===== src/rtl/div_ctrl.sv =====
// div_ctrl: round-robin scheduler that shares one multi-cycle unsigned
// shift-subtract divider between NUM_REQ requesters. It implements RISC-V
// DIV/DIVU/REM/REMU: the divider sees operand magnitudes, this block restores
// the result signs and answers divide-by-zero and signed overflow directly.
// Optional build macro DIV_CTRL_RESULT_CACHE_EN keeps the last divider result
// so that a repeated operand pair (e.g. DIV then REM) is answered in one cycle.
module div_ctrl #(
   parameter int XLEN    = 32,
   parameter int NUM_REQ = 2
) (
   input  logic                         clk_i,
   input  logic                         reset_i,
   input  logic [NUM_REQ-1:0]           req_i,
   input  logic [NUM_REQ*2-1:0]         req_op_i,
   input  logic [NUM_REQ*XLEN-1:0]      req_dividend_i,
   input  logic [NUM_REQ*XLEN-1:0]      req_divisor_i,
   output logic [NUM_REQ-1:0]           gnt_o,
   output logic                         rsp_valid_o,
   output logic [$clog2(NUM_REQ)-1:0]   rsp_id_o,
   output logic [XLEN-1:0]              rsp_data_o,
   output logic                         busy_o,
   output logic                         div_start_o,
   output logic [XLEN-1:0]              div_dividend_o,
   output logic [XLEN-1:0]              div_divisor_o,
   input  logic                         div_done_i,
   input  logic [XLEN-1:0]              div_quotient_i,
   input  logic [XLEN-1:0]              div_remainder_i
);

   localparam int IDW = $clog2(NUM_REQ);
   localparam logic [XLEN-1:0] INT_MIN = {1'b1, {(XLEN-1){1'b0}}};

   typedef enum logic [1:0] {S_IDLE, S_ISSUE, S_WAIT, S_RESP} state_e;

   state_e          state_q, state_d;
   logic [IDW-1:0]  ptr_q, ptr_d;
   logic [IDW-1:0]  id_q, id_d;
   logic [IDW-1:0]  rsp_id_q, rsp_id_d;
   logic [1:0]      op_q, op_d;
   logic [XLEN-1:0] dvd_q, dvd_d;
   logic [XLEN-1:0] dvs_q, dvs_d;
   logic [XLEN-1:0] div_dvd_q, div_dvd_d;
   logic [XLEN-1:0] div_dvs_q, div_dvs_d;
   logic [XLEN-1:0] rsp_data_q, rsp_data_d;
   logic            first_q, first_d;

   logic            win_found;
   logic [IDW-1:0]  win_id;
   logic [1:0]      win_op;
   logic [XLEN-1:0] win_dvd, win_dvs;
   logic            win_signed, win_div0, win_ovf;
   logic            cache_hit;
   logic [XLEN-1:0] cache_data;
   logic [XLEN-1:0] quo_fix, rem_fix;

   // Round-robin pick: first set request above the pointer, wrapping around.
   // NOTE: every always_comb output gets a default first so no latch is inferred.
   always_comb begin
      win_found = 1'b0;
      win_id    = '0;
      for (int i = 1; i <= NUM_REQ; i++) begin
         if (!win_found && req_i[(int'(ptr_q) + i) % NUM_REQ]) begin
            win_found = 1'b1;
            win_id    = IDW'((int'(ptr_q) + i) % NUM_REQ);
         end
      end
   end

   // Winner's operands and the cases that never need the divider.
   always_comb begin
      win_op     = req_op_i[win_id*2 +: 2];
      win_dvd    = req_dividend_i[win_id*XLEN +: XLEN];
      win_dvs    = req_divisor_i[win_id*XLEN +: XLEN];
      win_signed = ~win_op[0];
      win_div0   = (win_dvs == '0);
      win_ovf    = win_signed && (win_dvd == INT_MIN) && (win_dvs == '1);
   end

   // Sign restoration of the unsigned divider result for signed ops.
   always_comb begin
      quo_fix = div_quotient_i;
      rem_fix = div_remainder_i;
      if (!op_q[0] && (dvd_q[XLEN-1] ^ dvs_q[XLEN-1])) quo_fix = -div_quotient_i;
      if (!op_q[0] && dvd_q[XLEN-1])                   rem_fix = -div_remainder_i;
   end

`ifdef DIV_CTRL_RESULT_CACHE_EN
   logic            cache_valid_q;
   logic            cache_signed_q;
   logic [XLEN-1:0] cache_dvd_q, cache_dvs_q, cache_quo_q, cache_rem_q;
   logic            cache_wr;

   assign cache_wr = (state_q == S_WAIT) && !first_q && div_done_i;

   // Match the granted request against the last divider-path operands.
   always_comb begin
      cache_hit  = cache_valid_q && (cache_signed_q == win_signed) &&
                   (cache_dvd_q == win_dvd) && (cache_dvs_q == win_dvs);
      cache_data = win_op[1] ? cache_rem_q : cache_quo_q;
   end

   // Entry valid flag, cleared by reset.
   always_ff @(posedge clk_i) begin
      if (reset_i)       cache_valid_q <= 1'b0;
      else if (cache_wr) cache_valid_q <= 1'b1;
   end

   // Entry payload, written whenever the divider returns a result.
   // NOTE: payload is storage guarded by the valid flag, so it carries no reset.
   always_ff @(posedge clk_i) begin
      if (cache_wr) begin
         cache_signed_q <= ~op_q[0];
         cache_dvd_q    <= dvd_q;
         cache_dvs_q    <= dvs_q;
         cache_quo_q    <= quo_fix;
         cache_rem_q    <= rem_fix;
      end
   end
`else
   assign cache_hit  = 1'b0;
   assign cache_data = '0;
`endif

   // Next-state and output decode for the IDLE/ISSUE/WAIT/RESP sequence.
   always_comb begin
      state_d    = state_q;
      ptr_d      = ptr_q;
      id_d       = id_q;
      op_d       = op_q;
      dvd_d      = dvd_q;
      dvs_d      = dvs_q;
      div_dvd_d  = div_dvd_q;
      div_dvs_d  = div_dvs_q;
      rsp_data_d = rsp_data_q;
      rsp_id_d   = rsp_id_q;
      first_d    = first_q;
      gnt_o      = '0;
      unique case (state_q)
         S_IDLE: begin
            if (win_found && !reset_i) begin
               gnt_o[win_id] = 1'b1;
               ptr_d         = win_id;
               id_d          = win_id;
               op_d          = win_op;
               dvd_d         = win_dvd;
               dvs_d         = win_dvs;
               if (win_div0) begin
                  rsp_data_d = win_op[1] ? win_dvd : '1;
                  rsp_id_d   = win_id;
                  state_d    = S_RESP;
               end else if (win_ovf) begin
                  rsp_data_d = win_op[1] ? '0 : win_dvd;
                  rsp_id_d   = win_id;
                  state_d    = S_RESP;
               end else if (cache_hit) begin
                  rsp_data_d = cache_data;
                  rsp_id_d   = win_id;
                  state_d    = S_RESP;
               end else begin
                  div_dvd_d = (win_signed && win_dvd[XLEN-1]) ? -win_dvd : win_dvd;
                  div_dvs_d = (win_signed && win_dvs[XLEN-1]) ? -win_dvs : win_dvs;
                  state_d   = S_ISSUE;
               end
            end
         end
         S_ISSUE: begin
            first_d = 1'b1;
            state_d = S_WAIT;
         end
         S_WAIT: begin
            // Done is still high from idle on the first WAIT cycle.
            if (first_q) begin
               first_d = 1'b0;
            end else if (div_done_i) begin
               rsp_data_d = op_q[1] ? rem_fix : quo_fix;
               rsp_id_d   = id_q;
               state_d    = S_RESP;
            end
         end
         S_RESP: begin
            state_d = S_IDLE;
         end
         default: state_d = S_IDLE;
      endcase
   end

   // State and datapath registers with synchronous reset.
   // NOTE: sequential state uses non-blocking assignments only.
   always_ff @(posedge clk_i) begin
      if (reset_i) begin
         state_q    <= S_IDLE;
         ptr_q      <= IDW'(NUM_REQ - 1);
         id_q       <= '0;
         op_q       <= '0;
         dvd_q      <= '0;
         dvs_q      <= '0;
         div_dvd_q  <= '0;
         div_dvs_q  <= '0;
         rsp_data_q <= '0;
         rsp_id_q   <= '0;
         first_q    <= 1'b0;
      end else begin
         state_q    <= state_d;
         ptr_q      <= ptr_d;
         id_q       <= id_d;
         op_q       <= op_d;
         dvd_q      <= dvd_d;
         dvs_q      <= dvs_d;
         div_dvd_q  <= div_dvd_d;
         div_dvs_q  <= div_dvs_d;
         rsp_data_q <= rsp_data_d;
         rsp_id_q   <= rsp_id_d;
         first_q    <= first_d;
      end
   end

   assign busy_o         = (state_q != S_IDLE);
   assign div_start_o    = (state_q == S_ISSUE);
   assign rsp_valid_o    = (state_q == S_RESP);
   assign rsp_data_o     = rsp_data_q;
   assign rsp_id_o       = rsp_id_q;
   assign div_dividend_o = div_dvd_q;
   assign div_divisor_o  = div_dvs_q;

endmodule


===== config.mk =====
export PLATFORM = sky130hd
export DESIGN_NAME = div_ctrl
export DESIGN_NICKNAME = d
export VERILOG_FILES = /design/src/rtl/div_ctrl.sv
export SDC_FILE = /design/constraint.sdc
export NUM_CORES = 1
export LEC_CHECK = 0
export ABC_AREA = 0
export CORE_MARGIN = 2
export CORE_UTILIZATION = 51
export CTS_CLUSTER_DIAMETER = 80
export DETAILED_ROUTE_END_ITERATION = 12
export HOLD_SLACK_MARGIN = 0.08
export PLACE_DENSITY = 0.88
export SETUP_SLACK_MARGIN = 0.5
export SLEW_MARGIN = 25
export SYNTH_ARGS = -nofsm -noshare
export SYNTH_HDL_FRONTEND = slang
export SYNTH_SLANG_ARGS = --single-unit

===== constraint.sdc =====
create_clock -name clk_i -period 11.05 [get_ports clk_i]
set_input_delay 2.21 -clock clk_i [delete_from_list [all_inputs] [get_ports clk_i]]
set_output_delay 2.21 -clock clk_i [all_outputs]
set_load 0.005 [all_outputs]

* Word level (Yosys, flattened, before mapping) *
Cells that the tools add are included.
Widths: inputs -> output; s select.

operators by class
  add/subtract/negate cells = 6
  magnitude comparators = 4
  eq/ne operators = 9
  shift operators = 3
  multiplexer cells = 40
  bitwise logic cells = 6
  reductions and logical operators = 21

operators by type and width
  operator              number
  $mux 32               12
  $neg 32->32           4
  $shiftx 64x7->32      2
  $eq 32x32->1 const B  2
  $pmux 32 s2           1
  $logic_not 32->1      1
  $mux 1                16
  $mux 2                7
  $logic_and 1x1->1     9
  $pmux 2 s4            1
  $lt 2x3->1 const B    2
  $ne 2x2->1 const B    3
  $reduce_bool 2->1     3
  $reduce_and 5->1      1
  $eq 2x2->1 const B    2
  $pmux 1 s2            2
  $reduce_and 4->1      1
  $shiftx 4x3->2        1
  $logic_not 1->1       3
  $ne 3x3->1 const B    1
  $not 1->1             3
  $reduce_and 3->1      1
  $add 1x1->1 const B   2
  $and 1x1->1 const A   2
  7 further kinds       7

storage, ports and cells
  register bits after elaboration = 168
  output and inout port bits = 102
  logic and storage cells = 100

* Depth between registers and ports, before layout *
Gate-level depths: netlist of the first run.

  depth in word-level cells = 17
  gate-level depth with buffers = 16
  gate-level depth less buffers = 10

* Worst setup path after synthesis of the first run *
Ideal clock, no wire load.

  kind = input-to-output
  from = input port req_i[1]
  to = output port gnt_o[0]
  arrival = 3.739 ns
  required time = 8.840 ns
  setup slack = 5.101 ns
  stages = 8
  cell sequence = a21boi_2 -> buf_6 -> buf_4 -> buf_2 -> buf_2 -> buf_2 -> buf_2 -> nor2_1

on the way
  cells in the longest elaborated chain, start to end = 13
  elaborated cells between the ends (all ways) = 20
  those cells by class = 2 x order compare; 14 x mux; 4 x reduce/logical

ends and longest elaborated chain
  element                                                         line  RTL
  start: declaration                                              13    input logic [NUM_REQ-1:0] req_i,
  $mux 1 (implied by the code) (3 in series)                      62    if (!win_found && req_i[(int'(ptr_q) + i) % NUM_REQ]) begin
  $mux 1                                                          62
  $logic_not 1->1                                                 62
  $logic_and 1x1->1                                               62
  $mux 1                                                          62
  $lt 1x2->1 (implied by the code) or $ge 1x1->1 (tied branches)  141   gnt_o[win_id] = 1'b1;
  $logic_and 1x1->1 (implied by the code)                         141
  $mux 1 (implied by the code)                                    141
  $demux 1 s1                                                     141
  $mux 2 (*)                                                      140   if (win_found && !reset_i) begin
  $mux 2 (*)                                                      138   unique case (state_q)
  end: declaration                                                17    output logic [NUM_REQ-1:0] gnt_o,

Every way passes the cells marked *; elsewhere a longest branch is shown, timed or not. The select of a mux whose other input is x is not followed.

* Final worst setup path of the first run *
  from = input port req_i[1]
  to = register div_dvd_q[20], in the netlist div_dividend_o[20]

on the way
  cells in the longest elaborated chain, start to end = 13
  elaborated cells between the ends (all ways) = 28
  those cells by class = 1 x add/sub; 2 x eq/ne; 3 x shift; 11 x mux; 3 x bitwise; 8 x reduce/logical

ends and longest elaborated chain
  element                                                               line  RTL
  parallel branches: the longest is 13 deep, another holds $neg 32->32  -
  end signal: assignment                                                209   div_dvd_q <= div_dvd_d;
  end: declaration                                                      42    logic [XLEN-1:0] div_dvd_q, div_dvd_d;

Parallel ways; which one is timed is not known. The select of a mux whose other input is x is not followed.
A chain may end at the register's enable or synchronous reset.

==> key figures, run 1 <==
Logic synthesis
  • Synth cell types: 81
  • Share of Yosys cell area claimed by the top area cell type: a little under a quarter
  • Post-synth net total: 1398
  • Synth Warn #: 0
  • Top_reg_cell synth: dfxtp_1
  • Post-synth EDFFs: 0
  • Avg Inst Size Synth: 7.75 sq um
  • Mapped Area: between 9000 and 10000 sq um
  • Gate Count Post-Synth: ~1200
  • FFs w/ async S/R, synth: 0%
  • Cell with the most instances after synthesis: dfxtp_1
  • Number of synthesized register bits: 106
  • Top cells by area, synth: dfxtp_1 (23%), mux2i_1 (8.0%), xnor2_1 (6.1%)
  • Sequential-to-total area share from yosys stat: between 20% and 30%
  • Top post-synthesis cells by count: dfxtp_1 (106), o21ai_0 (85), a21oi_1 (84), nor2_1 (81), mux2i_1 (74)
  • Synth area leader: dfxtp_1

Global route
  • Grt met3 use: under 10%
  • Number of global-route vias before repair: between 10000 and 15000
  • Initial antenna violation count: 2
  • Met1 global-route usage: roughly 45%
  • GR met2 Demand/Resource: roughly 61%
  • Largest net degree at the start of global routing: 72
  • Top Usage Layer GRT: met2
  • Total congestion overflow: 0
  • All-Layer GR Usage: around 37%
  • First-pass GRT wire length: around 58 mm

STA
  • Final setup fails: 0
  • Period minus WS final: about 7300 ps
  • Fin. max-slew vios: 0
  • Fmax: 0.137 GHz
  • Slew headroom: between 30% and 40%
  • Clock Skew: about 9.6 ps
  • Fin. Hold Viols: 0
  • RSZ-0062 raised after global routing: false
  • Hold_ws: 479 ps
  • Setup tns final: 0 ps
  • Fin crit share: 65.9%
  • Worst-Margin Slew: roughly 1000 ps

Clock network
  • Number of post-CTS setup repair buffers: 0
  • Bufs on Longest Clock Path: 2
  • Post-CTS sizing: 0
  • Worst-path clk slew: about 80 ps
  • Skew-Pair Late Insertion Delay: approximately 360 ps
  • CTS root buf: clkbuf_16
  • H-tree lvl count: 3
  • Hold Buf Count CTS: 0
  • CTS buffer count: 9
  • CTS sink count: 106
  • CTS tree: built

Setup path
  • Kind of critical path: input port to flop
  • Flop-to-flop setup slack: 5800 ps
  • Max incr delay on CP: approximately 700 ps
  • Slowest-stage cell, CP: nand2_1
  • Startpoint Class: input port
  • Critical Path End Type: flop
  • Arrival time at the worst endpoint: 7540 ps
  • Reg-to-Reg Start: ptr_q
  • R2R depth: 12
  • R2R Path End: div_dividend_o[20]
  • CP max FO: 30
  • Cell mode on critical path: buf_4
  • Crit path cell chain: clkdlybuf4s50_1, a21boi_4, buf_4, mux2i_1, ha_1, or3b_2, nor4b_1, o21ba_2, nand3_4, o21a_1, nand2_1, buf_4, mux2_2
  • WP data required: 11310 ps

Die
  • Site Rows: ~50
  • Starting density of the core: 51.6%
  • Die footprint: 19100 sq um
  • Total core area: about 18000 sq um
  • Die height: 138 um
  • Die X: between 100 and 150 um
  • I/O Pins: between 300 and 400

Layout
  • Multi-input logic area: roughly 6600 sq um
  • Nets: between 1500 and 2000
  • Layout fillers: approximately 1400
  • FF/Latch Area: around 2100 sq um
  • Layout cell share with drive strength beyond 1: slightly below 7%
  • Synth-to-Final Area Change: 36.2%

Routing
  • Iter 0 DRT Violations: ~1400
  • Post-route ant nets: 0
  • DRC errors left: 0
  • Detailed-route via count: between 10000 and 15000
  • Number of detailed-route iterations in the first pass: 6
  • Final WL: 37.5 mm
  • Wire per inst: between 20 and 25 um
  • DR vias/cell: ~6.7

Placed design
  • Buffers on Ports: 302
  • DP Wirelength: between 20 and 30 mm
  • GP Congestion: ~1.0

Status
  • Outcome: finished clean

Power
  • Pwr Total: approximately 2.2 mW
  • P_leak: 4.53 nW
  • Maximum VDD drop: between 0.08 and 0.09 mV
  • PwrDens: ~170 nW/um^2

Worst hold path
  • Hold path startpoint: div_dividend_o[4]
  • HP Class: flop to flop
  • Hold path cells: 2
  • Worst Hold Path EP: div_dividend_o[4]

Flow run
  • Maxcap violations: 0
## logic make-up after synthesis
logic type,count (synthesis),synth area share (%)
XOR/XNOR,117,11.1
flip-flops,106,23.0
buffers and inverters,114,5.50
AND/OR/NAND/NOR,370,21.0
multiplexers,81,8.90
AO/OA/AOI/OAI,378,27.7
adder cells (fa/ha/maj),22,2.73
## report_power, final
| group | internal (mW) | switching, mW |
|---|---|---|
| combinational | 0.578 | 0.659 |
| clock | 0.162 | 0.174 |
| sequential | 0.508 | 0.0979 |
| total | 1.25 | 0.931 |
## cells in the final DEF, fill, tap and decap left out, drive strengths merged, types with 43 or more instances in the layout
cell | synthesis | layout
nor3 | 65 | 65
a21oi | 84 | 84
xor2 | 53 | 53
xnor2 | 64 | 64
nand3 | 43 | 43
nor2 | 81 | 81
clkdlybuf4s50 | 0 | 301
o21ai | 88 | 88
dfxtp | 106 | 106
mux2i | 74 | 74
nand2 | 72 | 72
## stage by stage
| step | instances | utilization [%] | area, sq um | setup WS (ps) |
|---|---|---|---|---|
| finish | 1660 | 70.3 | 12500 | 3770 |
| CTS | 1659 | 70.3 | 12500 | 3890 |
| detailed placement | 1643 | 68.6 | 12200 | 3490 |
| floorplan | 1188 | - | 9210 | 5100 |
| global route | 1660 | 70.3 | 12500 | 3520 |
| global placement | 1643 | 68.6 | 12200 | 3680 |
## worst max path at each step
| stage | end | startpoint | slack [ps] |
|---|---|---|---|
| 2_1_floorplan | gnt_o[0] | req_i[1] | 5100 |
| 5_1_grt | div_dividend_o[20] | req_i[0] | 3520 |
| 4_1_cts | div_dividend_o[20] | req_i[1] | 3890 |
| 3_5_place_dp | div_dividend_o[20] | req_i[1] | 3490 |
| 3_3_place_gp | div_dividend_o[20] | req_i[1] | 3680 |
| 6_report | div_dividend_o[20] | req_i[1] | 3770 |
## metal layers
layer	up-vias	share of wire [%]	routed length, um
met5	-	0.035	13
li1	4983	-	-
met1	5105	37	13800
met3	157	11	4210
met4	2	6.1	2310
met2	813	46	17200
## sequential cells by signal, indices dropped and copies added, names as in the netlist
register and count:
div_dividend_o 32, div_divisor_o 32, rsp_data_o 32, op_q 2
state_q 2, dvd_q 1, dvs_q 1, first_q 1
id_q 1, ptr_q 1, rsp_id_o 1
## layout make-up
class | count | area share [%]
Multi-Input combinational cell | 968 | 52.6
Timing Repair Buffer | 321 | 25.2
Tap cell | 229 | 2.28
Antenna cell | 1 | 0.0200
Clock buffer | 9 | 1.80
Sequential cell | 106 | 16.9
Clock inverter | 7 | 0.638
Inverter | 19 | 0.569
## worst max-delay path, delay by kind of cell
family / cells / cell delay [ps]
and+or+nand+nor: 4 / 1900
muxes: 2 / 760
adders and majority gates: 1 / 260
buffers and inverters: 3 / 1270
AOI/OAI and AO/OA: 3 / 1100
Note: power is estimated with default switching activity, not from simulation.
==> run 2: changes to the inputs <==
--- a/config.mk
+++ b/config.mk
@@ -7,11 +7,11 @@
 export LEC_CHECK = 0
 export ABC_AREA = 0
 export CORE_MARGIN = 2
-export CORE_UTILIZATION = 51
+export CORE_UTILIZATION = 43
 export CTS_CLUSTER_DIAMETER = 80
 export DETAILED_ROUTE_END_ITERATION = 12
 export HOLD_SLACK_MARGIN = 0.08
-export PLACE_DENSITY = 0.88
+export PLACE_DENSITY = 0.79
 export SETUP_SLACK_MARGIN = 0.5
 export SLEW_MARGIN = 25
 export SYNTH_ARGS = -nofsm -noshare
==> constraint.sdc (replaced) <==
create_clock -name clk_i -period 6.35 [get_ports clk_i]
set_input_delay 1.27 -clock clk_i [delete_from_list [all_inputs] [get_ports clk_i]]
set_output_delay 1.27 -clock clk_i [all_outputs]
set_load 0.005 [all_outputs]
==> key figures, run 2 (synthesis results as in run 1) <==
Placed design
  • GP Congestion: 0.972 (-6.6%)
  • Buffers on Ports: 302 (unchanged)
  • DP Cell Count: 1693 (+3.0%)
  • DP Wirelength: 31.6 mm (+9.5%)

Flow run
  • Maxcap violations: 0 (unchanged)

Layout
  • Nets: 1639 (+0.24%)
  • Synth-to-Final Area Change: 37.4%
  • Layout Cells excl Fill: 1710 (+3.0%)
  • FF/Latch Area: 2120 sq um (unchanged)
  • Most common cell after layout, fill and taps aside: clkdlybuf4s50_1
  • Layout cell share with drive strength beyond 1: 7.18% (+0.26 points)
  • Most frequent cells in the layout: clkdlybuf4s50_1 (301), dfxtp_1 (106), o21ai_0 (84), a21oi_1 (84), nor2_1 (80)
  • Multi-input logic area: 6600 sq um (about the same)
  • Layout fillers: 1941 (+37%)

Power
  • P_leak: 4.56 nW (+0.60%)
  • Switching Fraction: 42.8% (+0.11 points)
  • Pwr Total: 3.82 mW (+75%)
  • Int Power: 2.19 mW (+75%)
  • PwrDens: 302 nW/um^2 (+74%)
  • Gate power share: 56.9% (about the same)
  • Sequential share of power: 27.7% (about the same)
  • Maximum VDD drop: 0.161 mV (+86%)
  • Clock share of power: 15.4% (about the same)
  • NetSw: 1.64 mW (+76%)

Clock network
  • Skew-Pair Late Insertion Delay: 370 ps (about the same)
  • CTS tree: built
  • CTS sink count: 106 (unchanged)
  • CTS buffer count: 9 (unchanged)
  • Hold Buf Count CTS: 0 (unchanged)
  • H-tree lvl count: 3 (unchanged)
  • Number of post-CTS setup repair buffers: 0 (unchanged)
  • CTS root buf: clkbuf_16
  • Bufs on Longest Clock Path: 2 (unchanged)
  • Post-CTS sizing: 0 (unchanged)
  • Worst-path clk slew: 90 ps (about the same)

STA
  • RSZ-0062 raised after global routing: false
  • Worst-Margin Slew: 1000 ps (-25.2 ps)
  • Clock Skew: 8.89 ps (-0.720 ps)
  • Setup tns final: 0 ps (unchanged)
  • Final setup fails: 0 (unchanged)
  • Period minus WS final: 5320 ps
  • Fin crit share: between 80% and 90%
  • Hold_ws: 478 ps (-1.14 ps)
  • Fin. max-slew vios: 0 (unchanged)
  • Fin. Hold Viols: 0 (unchanged)
  • Slew headroom: 32.4% (+1.7 points)
  • Fmax: about 0.19 GHz

Die
  • I/O Pins: 303 (unchanged)
  • Total core area: 21000 sq um (+18%)
  • Die footprint: 22600 sq um (+18%)
  • Site Rows: 53 (+8.2%)
  • Die height: 150 um (+8.6%)
  • Die X: 150 um (+8.6%)
  • Starting density of the core: 43.8% (-7.8 points)

Routing
  • Post-route ant nets: 0 (unchanged)
  • Detailed-route via count: 11000 (-0.75%)
  • DRC errors left: 0 (unchanged)
  • Number of detailed-route iterations in the first pass: 6 (unchanged)
  • DR vias/cell: 6.42 (-3.7%)
  • Final WL: 40.4 mm (+7.7%)
  • Wire per inst: 23.6 um (+4.6%)
  • Iter 0 DRT Violations: 1193 (-16%)

Setup path
  • WP data required: 6590 ps (-4720 ps)
  • Critical Path End Type: flop
  • Reg-to-Reg Start: ptr_q
  • Worst Setup SP: req_i[1]
  • Startpoint Class: input port
  • Arrival time at the worst endpoint: 5560 ps (-1980 ps)
  • CP max FO: 15 (-50%)
  • Kind of critical path: input port to flop

Global route
  • Largest net degree at the start of global routing: 67 (-6.9%)
  • All-Layer GR Usage: 34.7% (-2.6 points)
  • GR met2 Demand/Resource: 57.0% (-4.3 points)
  • Total congestion overflow: 0 (unchanged)
  • First-pass GRT wire length: 60.2 mm (+4.7%)
  • Met1 global-route usage: 43.1% (-2.0 points)
  • Number of global-route vias before repair: 10300 (-0.75%)
  • Grt met3 use: 7.85% (-0.78 points)
  • Top Usage Layer GRT: met2
  • Initial antenna violation count: 2 (unchanged)

Worst hold path
  • HP Class: flop to flop
  • Hold path startpoint: div_divisor_o[22]

Status
  • Outcome: finished clean
run 2: cell types whose count changed in the layout (fill, tap and decap cells not counted), sizes merged:
| cell | change |
|---|---|
| buf | +4 |
| clkinv | -1 |
| clkinvlp | -1 |
| inv | +2 |
run 2: per-stage QoR:
step	util (%)	setup slack, ps	cell area [sq um]
after detailed placement	58.7	746	12300
final	60.2	1030	12600
after global placement	58.7	979	12300
after global routing	60.1	818	12600
after floorplan	-	2030	9210
after CTS	60.1	1130	12600
run 2: critical path, stage by stage:
cell	delay, ps
clkdlybuf4s50_1	500
a21boi_4	370
mux2i_1	410
ha_1	240
or3b_2	470
nor4b_1	440
o21ba_2	420
nand3_4	270
o21a_1	200
nand2_1	520
buf_4	330
o21ai_0	130
run 2: metal layers:
metal  share of wire, %  vias up
li1                   -     4982
met2                 46      700
met3                 11      123
met5                  0        -
met4                5.0        0
met1                 38     5172
run 2: cell type report:
cell class / count / share of cell area, %
well taps: 275 / 2.72
multi-input cells: 968 / 52.2
clock buffers: 9 / 1.78
diodes: 1 / 0.0198
inverters: 19 / 0.564
clock inverters: 7 / 0.604
repair buffers: 325 / 25.3
flip-flops and latches: 106 / 16.8
run 2: worst paths after layout:
kind                       endpoint  cells past startpoint  slack (ps)
hold / removal    div_divisor_o[22]                      2         480
hold reg to reg   div_divisor_o[22]                      2         480
setup / recovery  div_divisor_o[30]                     12        1030
setup reg to reg  div_divisor_o[30]                     11        2100
run 2: power by group through the flow:
stage | clock, mW | combinational [mW] | sequential (mW)
2_1_floorplan | 0 | 1.21 | 1.02
3_3_place_gp | 0 | 2.10 | 1.07
3_5_place_dp | 0 | 2.13 | 1.07
4_1_cts | 0.590 | 2.14 | 1.06
5_1_grt | 0.615 | 2.35 | 1.08
6_report | 0.588 | 2.17 | 1.06
